--- config.mk ---
export PLATFORM = sky130hd
export DESIGN_NAME = washer_prog_seq
export DESIGN_NICKNAME = d
export VERILOG_FILES = /design/src/rtl/washer_prog_seq.sv
export SDC_FILE = /design/constraint.sdc
export NUM_CORES = 1
export LEC_CHECK = 0
export CORE_MARGIN = 4
export CORE_UTILIZATION = 61
export CTS_CLUSTER_DIAMETER = 120
export DETAILED_ROUTE_END_ITERATION = 7
export GPL_TIMING_DRIVEN = 0
export PLACE_DENSITY_LB_ADDON = 0.05
export RECOVER_POWER = 100
export SLEW_MARGIN = 20
export SYNTH_ARGS = -nofsm -noshare
export SYNTH_HDL_FRONTEND = slang
export SYNTH_SLANG_ARGS = --single-unit
--- constraint.sdc ---
create_clock -name clk -period 4.3 [get_ports clk]
set_input_delay 0.86 -clock clk [delete_from_list [all_inputs] [get_ports clk]]
set_output_delay 0.86 -clock clk [all_outputs]
set_load 0.01 [all_outputs]
--- src/rtl/washer_prog_seq.sv ---
// Washing-machine program sequencer.
// Runs fill / agitate / drain / spin phase chains for four selectable programs,
// timed by an internal seconds prescaler, with e-stop lockout and a done alarm.
// All panel-facing outputs are decoded from the state register only.
module washer_prog_seq #(
    parameter int TICK_DIV  = 50_000_000,
    parameter int CNT_W     = 8,
    parameter int CYC_W     = 4,
    parameter int FILL_SEC  = 60,
    parameter int RUN_SEC   = 60,
    parameter int PAUSE_SEC = 5,
    parameter int DRAIN_SEC = 60,
    parameter int SPIN_SEC  = 60,
    parameter int WASH_CYC  = 7,
    parameter int RINSE_CYC = 15
) (
    input  logic             clk,
    input  logic             rst,
    input  logic             start,
    input  logic [1:0]       mode_sel,
    input  logic             estop,
    output logic             motor_fwd,
    output logic             motor_rev,
    output logic             inlet,
    output logic             drain,
    output logic             spin,
    output logic             led_stop,
    output logic             alarm,
    output logic             busy,
    output logic [3:0]       phase,
    output logic [CYC_W-1:0] cyc_left
);

    // Prescaler needs to count 0 .. TICK_DIV-1.
    localparam int PRE_W = (TICK_DIV > 2) ? $clog2(TICK_DIV) : 1;

    localparam logic [PRE_W-1:0] PRE_LAST   = PRE_W'(TICK_DIV - 1);
    localparam logic [CNT_W-1:0] FILL_LAST  = CNT_W'(FILL_SEC - 1);
    localparam logic [CNT_W-1:0] RUN_LAST   = CNT_W'(RUN_SEC - 1);
    localparam logic [CNT_W-1:0] PAUSE_LAST = CNT_W'(PAUSE_SEC - 1);
    localparam logic [CNT_W-1:0] DRAIN_LAST = CNT_W'(DRAIN_SEC - 1);
    localparam logic [CNT_W-1:0] SPIN_LAST  = CNT_W'(SPIN_SEC - 1);
    localparam logic [CYC_W-1:0] WASH_LD    = CYC_W'(WASH_CYC);
    localparam logic [CYC_W-1:0] RINSE_LD   = CYC_W'(RINSE_CYC);

    // Program codes as presented on mode_sel.
    localparam logic [1:0] MODE_WASH  = 2'd0;
    localparam logic [1:0] MODE_RINSE = 2'd1;
    localparam logic [1:0] MODE_FULL  = 2'd2;
    localparam logic [1:0] MODE_SPIN  = 2'd3;

    // State codes double as the phase output value.
    typedef enum logic [3:0] {
        S_IDLE   = 4'd0,
        S_FILL   = 4'd1,
        S_FWD    = 4'd2,
        S_PAUSE1 = 4'd3,
        S_REV    = 4'd4,
        S_PAUSE2 = 4'd5,
        S_DRAIN  = 4'd6,
        S_SPIN   = 4'd7,
        S_DONE   = 4'd8,
        S_ESTOP  = 4'd9
    } state_e;

    state_e             state_q, state_d;
    logic               start_q;
    logic [1:0]         mode_q, mode_d;
    logic               pass_q, pass_d;
    logic [PRE_W-1:0]   presc_q, presc_d;
    logic [CNT_W-1:0]   sec_q, sec_d;
    logic [CYC_W-1:0]   cyc_q, cyc_d;

    logic               startEdge;
    logic               tick;
    logic [CNT_W-1:0]   secLast;
    logic [CYC_W-1:0]   cycDec;

    assign startEdge = start & ~start_q;
    assign tick      = (presc_q == PRE_LAST);
    assign cycDec    = cyc_q - 1'b1;

    // Pick the last seconds count of the current timed state.
    always_comb begin
        secLast = '0;
        case (state_q)
            S_FILL:             secLast = FILL_LAST;
            S_FWD, S_REV:       secLast = RUN_LAST;
            S_PAUSE1, S_PAUSE2: secLast = PAUSE_LAST;
            S_DRAIN:            secLast = DRAIN_LAST;
            S_SPIN:             secLast = SPIN_LAST;
            default:            secLast = '0;
        endcase
    end

    // State register plus the sequencing datapath it steers.
    always_ff @(posedge clk) begin
        if (rst) begin
            state_q <= S_IDLE;
            start_q <= 1'b0;
            mode_q  <= MODE_WASH;
            pass_q  <= 1'b0;
            presc_q <= '0;
            sec_q   <= '0;
            cyc_q   <= '0;
        end else begin
            state_q <= state_d;
            start_q <= start;
            mode_q  <= mode_d;
            pass_q  <= pass_d;
            presc_q <= presc_d;
            sec_q   <= sec_d;
            cyc_q   <= cyc_d;
        end
    end

    // Next-state logic: e-stop first, then start acceptance, then tick-driven phase changes.
    always_comb begin
        state_d = state_q;
        mode_d  = mode_q;
        pass_d  = pass_q;
        sec_d   = sec_q;
        cyc_d   = cyc_q;
        presc_d = tick ? '0 : presc_q + 1'b1;

        if (estop && (state_q != S_IDLE)) begin
            state_d = S_ESTOP;
            pass_d  = 1'b0;
            sec_d   = '0;
            cyc_d   = '0;
        end else begin
            case (state_q)
                S_IDLE, S_DONE: begin
                    if (startEdge && !estop) begin
                        mode_d  = mode_sel;
                        pass_d  = 1'b0;
                        presc_d = '0;
                        sec_d   = '0;
                        cyc_d   = (mode_sel == MODE_RINSE) ? RINSE_LD : WASH_LD;
                        state_d = (mode_sel == MODE_SPIN) ? S_DRAIN : S_FILL;
                    end
                end

                S_ESTOP: begin
                    if (!estop && !start) begin
                        state_d = S_IDLE;
                    end
                end

                S_FILL, S_FWD, S_PAUSE1, S_REV, S_PAUSE2, S_DRAIN, S_SPIN: begin
                    if (tick) begin
                        if (sec_q == secLast) begin
                            sec_d = '0;
                            case (state_q)
                                S_FILL:   state_d = S_FWD;
                                S_FWD:    state_d = S_PAUSE1;
                                S_PAUSE1: state_d = S_REV;
                                S_REV:    state_d = S_PAUSE2;
                                S_PAUSE2: begin
                                    cyc_d   = cycDec;
                                    state_d = (cycDec == '0) ? S_DRAIN : S_FWD;
                                end
                                S_DRAIN: begin
                                    if (mode_q == MODE_FULL && !pass_q) begin
                                        pass_d  = 1'b1;
                                        cyc_d   = RINSE_LD;
                                        state_d = S_FILL;
                                    end else if (mode_q == MODE_FULL || mode_q == MODE_SPIN) begin
                                        state_d = S_SPIN;
                                    end else begin
                                        state_d = S_DONE;
                                    end
                                end
                                S_SPIN:   state_d = S_DONE;
                                default:  state_d = S_IDLE;
                            endcase
                        end else begin
                            sec_d = sec_q + 1'b1;
                        end
                    end
                end

                default: begin
                    state_d = S_IDLE;
                end
            endcase
        end
    end

    // Output decode: a pure function of the state register and the cycle count.
    always_comb begin
        motor_fwd = 1'b0;
        motor_rev = 1'b0;
        inlet     = 1'b0;
        drain     = 1'b0;
        spin      = 1'b0;
        led_stop  = 1'b0;
        alarm     = 1'b0;
        busy      = 1'b0;
        phase     = state_q;
        cyc_left  = cyc_q;
        case (state_q)
            S_IDLE:   led_stop = 1'b1;
            S_FILL: begin
                inlet = 1'b1;
                busy  = 1'b1;
            end
            S_FWD: begin
                motor_fwd = 1'b1;
                busy      = 1'b1;
            end
            S_PAUSE1, S_PAUSE2: begin
                led_stop = 1'b1;
                busy     = 1'b1;
            end
            S_REV: begin
                motor_rev = 1'b1;
                busy      = 1'b1;
            end
            S_DRAIN: begin
                drain = 1'b1;
                busy  = 1'b1;
            end
            S_SPIN: begin
                spin  = 1'b1;
                drain = 1'b1;
                busy  = 1'b1;
            end
            S_DONE, S_ESTOP: begin
                led_stop = 1'b1;
                alarm    = 1'b1;
            end
            default: led_stop = 1'b1;
        endcase
    end

endmodule

# --- Word level (Yosys, flattened, before mapping) ---
# Cells that the tools add are included.
op_classes:
  n_bitwise: 3
  addsub: 3
  n_eq_ne: 27
  n_reduce_logical: 25
  muxes: 41
op_table:
  columns: ["operator", "n"]
  rows:
  - ["2-to-1 mux 26 bit", 4]
  - ["2-to-1 mux 4 bit", 12]
  - ["case mux 4 bit (7 select lines)", 1]
  - ["adder 26 x 1 -> 26 bit (second input constant)", 1]
  - ["== test 26 bit (second input constant)", 1]
  - ["2-to-1 mux 8 bit", 3]
  - ["== test 4 x 3 -> 1 bit (second input constant)", 4]
  - ["case mux 4 bit (2 select lines)", 2]
  - ["case mux 8 bit (2 select lines)", 1]
  - ["2-to-1 mux 1 bit", 13]
  - ["case mux 4 bit (3 select lines)", 1]
  - ["case mux 6 bit (2 select lines)", 1]
  - ["AND reduction 6 bit", 2]
  - ["OR reduction 2 bit", 5]
  - ["inequality test 3 x 1 -> 1 bit (second input constant)", 3]
  - ["inequality test 3 bit (second input constant)", 3]
  - ["adder 8 x 1 -> 8 bit (second input constant)", 1]
  - ["== test 4 x 2 -> 1 bit (second input constant)", 2]
  - ["== test 4 bit (second input constant)", 2]
  - ["== test 8 bit", 1]
  - ["zero test 4 bit", 2]
  - ["inequality test 2 x 1 -> 1 bit (second input constant)", 4]
  - ["AND reduction 4 bit", 2]
  - ["OR reduction 7 bit", 1]
  - ["other kinds (16)", 27]
totals:
  in_bits: 6
  reg_bits: 46
  output_inout_bits: 16
  elab_cells: 107

# --- Depth between registers and ports, before layout ---
logic_depth:
  word_depth: 9
  mapped_depth: 8
  depth_no_buf: 8

# --- Worst setup path before layout ---
# OpenSTA, ideal clock, no wires.
synth_path:
  path_kind: "input-to-reg"
  startpoint: "input estop"
  endpoint: "register sec_q[6]"
  setup_time_ns: 0.070
  t_required_ns: 4.230
  path_stages: 6
  arrival_time_ns: 2.089
  setup_slack_ns: 2.141
  path_cell_list: "nor3b_1 -> and2_1 -> buf_2 -> nor2_1 -> or4_1 -> a21oi_1"
synth_between:
  elab_chain_cells: 4
  word_cells_on_any_way: 6
  cone_classes: "eq/ne: 1; reduce/logical: 5"
synth_rtl:
  columns: ["item", "line", "text"]
  rows:
  - ["start: declaration", "21", "input logic estop,"]
  - ["zero test 1 bit", "134", "if (startEdge && !estop) begin"]
  - ["logical AND 1 bit", "134", null]
  - ["inequality test 2 bit (no line)", null, null]
  - ["AND reduction 3 bit (no line)", null, null]
  - ["end signal: assignment", "104", "sec_q <= '0;"]
  - ["end signal: assignment", "112", "sec_q <= sec_d;"]
  - ["end: declaration", "71", "logic [CNT_W-1:0] sec_q, sec_d;"]
# Parallel ways exist; a longest one is shown, timed or not.
# A chain may end at the register's enable or synchronous reset.

# --- Worst setup path after layout ---
layout_path:
  startpoint: "register state_q[0], in the netlist phase[0]"
  endpoint: "output busy"
layout_between:
  elab_chain_cells: 3
  word_cells_on_any_way: 9
  cone_classes: "eq/ne: 7; mux: 1; reduce/logical: 1"
layout_rtl:
  columns: ["item", "line", "text"]
  rows:
  - ["start: declaration", "66", "state_e state_q, state_d;"]
  - ["start signal: assignment", "107", "state_q <= state_d;"]
  - ["== test 4 x 3 -> 1 bit (tied with other cells)", "202", "case (state_q)"]
  - ["OR reduction 7 bit (no line) *", null, null]
  - ["2-to-1 mux 1 bit *", "202", null]
  - ["end: declaration", "29", "output logic busy,"]
# Every way passes the cells marked *; elsewhere a longest branch is shown, timed or not.

==> impl_metrics.yaml <==
timing:
  finalHoldViolCount: 0
  setup_violations: 0
  tns_ps: 0
  relSlewSlack: 0.4837
  max_clock_freq_mhz: 295.9
  rsz0062_at_grt: "false"
  finalCriticalPeriod_ps: 3380
  drv_slew: 0
  fin_skew_ps: 4.997
  worst_slew_pin_slew_ps: 764.5
  fin_crit_sh: 0.7861
clock_network:
  cts_root_buf: "clkbuf_8"
  cts_buffers: 5
  worstSkewPairLatency_ps: 310
  clock_sinks: 46
  cts_tree: "done"
  cts_setup_buffers: 0
  cts_resized: 0
  cts_hold_buf: 0
  clk_pin_slew_ps: 90
  cts_buffer_depth: 2
  htreeDepth: 2
job:
  maxCapViolCount: 0
worst_hold_path:
  hp-start: "presc_q[0]"
  hold_path.class: "register to register"
  hold_end: "presc_q[0]"
  whs_path_depth: 1
yosys:
  yosysTopAreaCellShare: 0.3732
  synth_edf_count: 0
  seq_area_frac_synth: 0.3732
  yosysMostFrequentCell: "nor2_1"
  synthArstFlopShare: 0
  synthCells: 305
  yosys_warnings: 0
  synthTopCellsByArea: "dfxtp_1 (37%), xor2_1 (8.9%), nor2_1 (7.9%)"
  synth.distinct_cells: 54
  synth-main-ff-cell: "dfxtp_1"
  netlist_area_um2: 2467
  synth_nets: 315
  yosys-top-cells-count: "nor2_1 (52), dfxtp_1 (46), nand2_1 (31)"
  synth_seq_cells: 46
  avgSynthCellArea_um2: 8.090
  yosys.area.top_type: "dfxtp_1"
grt:
  grt_max_degree: 16
  grt_pass1_wl_um: 9287
  gr-total-overflow: 0
  grt_util_all_layers: 0.2218
  grt_pass1_vias: 1980
  antenna_found_initial: 0
floorplanning:
  core.rowCount: 22
  io_pins: 22
  core_area_um2: 3771
  die_h_um: 71.60
  dieWidth_um: 71.60
  die_area_um2: 5127
  initial_core_util: 0.6543
setup_path:
  rrSetupSlack_ps: 1490
  worstPathRequired_ps: 3440
  r2r-end: "sec_q[3]"
  r2r_start: "phase[0]"
  r2r_cells: 7
  critical_path_class: "register to primary output"
  cp.arrival_ps: 2520
  end_kind: "primary output"
  start_kind: "register"
  cp_max_fo: 8
place:
  gp_congestion: 0.9403
  hpwl_um: 3740
  placed_area_um2: 2728
  place.port_buffers: 20
  numPlacedInstances: 373
layout:
  nets: 342
  multi_input_area_um2: 1450
  post-route-cell-area_um2: 2816
  drive_above_1_share: 0.04204
  fillCellCount: 297
  final_util: 0.7468
  seqCellArea_um2: 920.9
  diodes: 0
  fin_cells: 381
  area_growth_pct: 14.15
drt:
  dr_total_vias: 2199
  wl_per_cell_um: 14.12
  drtIter0Drc: 174
  drc: 0
  first_pass_iters: 5
  routed_wl_um: 5381
  vias_per_cell: 5.772
  drtAntennaViolNets: 0
run_status:
  status: "complete, no violations"
pwr:
  power_density_nw_per_um2: 484.9
  leakagePower_nw: 1.072
  vdd_drop_max_v: 0.0003733
[worst max path at each step]
stage,start,to,depth (start not counted)
2_1_floorplan,estop,sec_q[6],6
3_3_place_gp,phase[0],busy,4
3_5_place_dp,phase[0],busy,4
4_1_cts,phase[0],busy,4
5_1_grt,phase[0],busy,4
6_report,phase[0],busy,4
[final cells by class]
type                            instances  share of cell area
Multi-Input combinational cell        241              0.5149
Sequential cell                        46              0.3270
Timing Repair Buffer                   20             0.07108
Clock buffer                            5             0.02443
Tap cell                               48             0.02132
Buffer                                 11             0.01644
Clock inverter                          3             0.01555
Inverter                                7            0.009329
[kinds of logic (layout without fill, tap and decap cells)]
logic type,after synthesis,after routing,synth area share
and+or+nand+nor,158,158,0.3205
DFF,46,46,0.3732
AOI/OAI and AO/OA,43,43,0.1222
xor gates and xnor gates,30,30,0.1065
buffers and inverters,18,46,0.03296
muxes,6,6,0.02434
adders and majority gates,4,4,0.02028
[cell usage in the layout (no fill, tap or decap), types with 2 or more instances in the layout]
cell type         n
o21a_1            2
nand3_1          13
dfxtp_1          46
nor4b_1           2
nor2b_1           6
and3_1            9
clkbuf_8          5
ha_1              4
mux2i_1           6
clkbuf_1          9
a311oi_1          2
a211oi_1          2
nand2_1          31
xnor2_1           5
nor3b_1           2
and4_1            3
o21ai_0          10
xor2_1           25
inv_1             6
clkdlybuf4s50_1   4
or4_1             2
nor3_1            9
a21oi_1          12
and2_1            2
nand2b_1          6
nor2_1           52
a221o_1           2
or3_1             5
a31oi_1           2
nand4_1           6
a21o_1            2
dlygate4sd3_1    16
[power breakdown]
| part | internal, mW | leakage (nW) | switching (mW) | total, mW |
|---|---|---|---|---|
| Sequential | 0.456 | 0.372 | 0.0391 | 0.495 |
| Combinational | 0.214 | 0.641 | 0.321 | 0.536 |
| Clock | 0.174 | 0.0585 | 0.161 | 0.335 |
[metrics by stage]
| stage | total power [mW] | hold WS (ps) | setup WS, ps |
|---|---|---|---|
| 2_1_floorplan | 0.8589 | 437.7 | 2141 |
| 3_3_place_gp | 1.053 | 456.7 | 1365 |
| 3_5_place_dp | 1.055 | 456.0 | 1362 |
| 4_1_cts | 1.393 | 485.7 | 988.4 |
| 5_1_grt | 1.450 | 509.8 | 775.7 |
| 6_report | 1.366 | 486.2 | 920.0 |
[state kept, by name (all words and copies together) (netlist names)]
register / flops
cyc_left: 4
mode_q: 2
start_q: 1
pass_q: 1
phase: 4
presc_q: 26
sec_q: 8
[layer usage]
metal	GRT usage	up-vias	wire (um)
met5	0	-	0
met4	0.04384	0	58
met3	0.04208	7	286
met2	0.3367	56	2394
met1	0.3281	1017	2642
li1	-	1119	-
[critical path, stage by stage, from the launching register on]
cell             delay [ps]
dfxtp_1                 350
nor3_1                  580
or2_0                   380
clkinv_1                320
clkdlybuf4s50_1         560
Power figures use the tool's default switching activity.
==> edit, RTL diff (config.mk and constraints unchanged) <==
Change the parameter `CYC_W` from 4 to 6.
--- a/src/rtl/washer_prog_seq.sv
+++ b/src/rtl/washer_prog_seq.sv
@@ -5,7 +5,7 @@
 module washer_prog_seq #(
     parameter int TICK_DIV  = 50_000_000,
     parameter int CNT_W     = 8,
-    parameter int CYC_W     = 4,
+    parameter int CYC_W     = 6,
     parameter int FILL_SEC  = 60,
     parameter int RUN_SEC   = 60,
     parameter int PAUSE_SEC = 5,
Interface: changed (resized cyc_left); port bits go from 22 to 24. No check against the original RTL was run, so the function may have changed too.
==> edit against the unedited design <==
Setup slack better by 0.27 ns. Non-clock buffer count is 2 higher. Sequential cell count is 2 higher. Hold slack worse by 0.022 ns. Via count is 2.6% higher. Total power is 5.9% higher. Final area is 5.1% higher. Critical path depth is 1 higher. Area after synthesis is 5.6% higher. Critical path type unchanged. Largest power group unchanged. Routed wire length is 1.3% higher.
==> edit: results (changes against the unedited design) <==
nets=350 (+2.3%); vias in the first global route=2177 (+9.9%); total grt overflow=0 (unchanged); Synth Instances=311 (+2.0%); Layout fillers=337 (+13%); RD Place Congestion=0.880 (-6.4%); worst slew pin tran=1.05 ns (+0.286 ns); ANT cells=0 (unchanged); Crit path largest cell delay=0.62 ns (+0.04 ns); Syn Nets=321 (+1.9%); cell count after placement=383 (+2.7%); count of input and output buffers=22 (+10%); Starting DRT DRC Count=108 (-38%); first-pass GRT wire length=9570 um (+3.0%); fin. max-slew vios=0 (unchanged); leakage=1.07 nW (+0.10%); critical path arrival=2.25 ns (-0.27 ns); sequential share of the synthesized area=36.9% (-0.43 points); gr usage total=22.4% (+0.23 points); Post-synth top cells=49 x nor2_1, 48 x dfxtp_1, 26 x nand2_1; TritonRoute pass-1 iters=4 (-1); WL final=5450 um (+1.3%); status=finished clean; register area=961 um^2 (+4.3%); switching pwr=0.562 mW (+7.9%); Area after DPL=2890 um^2 (+5.9%); HPWL Detailed=4040 um (+8.0%); top post-synthesis cells by area=dfxtp_1 37%, nor2_1 7.1%, xnor2_1 6.1%; slowest CP cell=dlygate4sd3_1; H-tree depth=2 (unchanged); vias per inst=5.77 (about the same); unique cell type count in the Yosys netlist=53 (-1.9%); vias=2256 (+2.6%); peak supply drop=0.000378 V (+1.1%); pre-CTS setup slack=1.46 ns (+0.0988 ns); layout cells sized above 1=5.87% (+1.7 points); HP Class=reg2reg; Worst-path clk slew=0.09 ns (about the same); Crit Path Max Fanout=10 (+2); Setup Skew=0.0139 ns (+0.00886 ns)
-- edit: cells by family (layout without fill, tap and decap cells) --
group	count (synthesis)	count (layout)	share of synthesized area, %
xor+xnor	31	31	10.7
flops	48	48	36.9
simple gates	154	154	30.7
compound gates	48	48	14.8
buf+inv	24	54	4.13
mux	2	2	0.817
fa+ha+maj	4	4	1.92
-- edit: path summary, 6_finish.rpt --
path | from | to | slack (ns) | cells past startpoint
max | phase[1] | busy | 1.19 | 5
min | mode_q[1] | mode_q[1] | 0.46 | 2
max reg2reg | phase[2] | cyc_left[1] | 1.40 | 6
min reg2reg | mode_q[1] | mode_q[1] | 0.46 | 2
-- edit: power groups by stage --
| stage | combinational (mW) | clock (mW) | sequential (mW) |
|---|---|---|---|
| 2_1_floorplan | 0.439 | 0 | 0.526 |
| 3_3_place_gp | 0.651 | 0 | 0.520 |
| 3_5_place_dp | 0.656 | 0 | 0.522 |
| 4_1_cts | 0.659 | 0.335 | 0.512 |
| 5_1_grt | 0.678 | 0.352 | 0.518 |
| 6_report | 0.609 | 0.328 | 0.510 |
-- edit: final cells by class --
class | count | share of cell area, %
repair buffers | 22 | 7.44
flip-flops and latches | 48 | 32.5
inverters | 13 | 1.65
plain buffers | 11 | 1.40
multi-input cells | 239 | 51.2
clock inverters | 3 | 1.44
clock buffers | 5 | 2.33
well taps | 50 | 2.11
-- edit: metal layers --
metal	wire length (um)	part of all wire [%]	up-vias	GRT usage [%]
li1	-	-	1150	-
met1	2430	45	1045	26.6
met2	2680	49	47	39.5
met3	205	3.8	14	3.97
met4	137	2.5	0	9.46
met5	0	0	-	0
-- edit: worst max-delay path, delay by kind of cell (launching register included) --
family        cells  cell delay (ns)
buf+inv           3             0.96
simple gates      2             0.61
flops             1             0.37
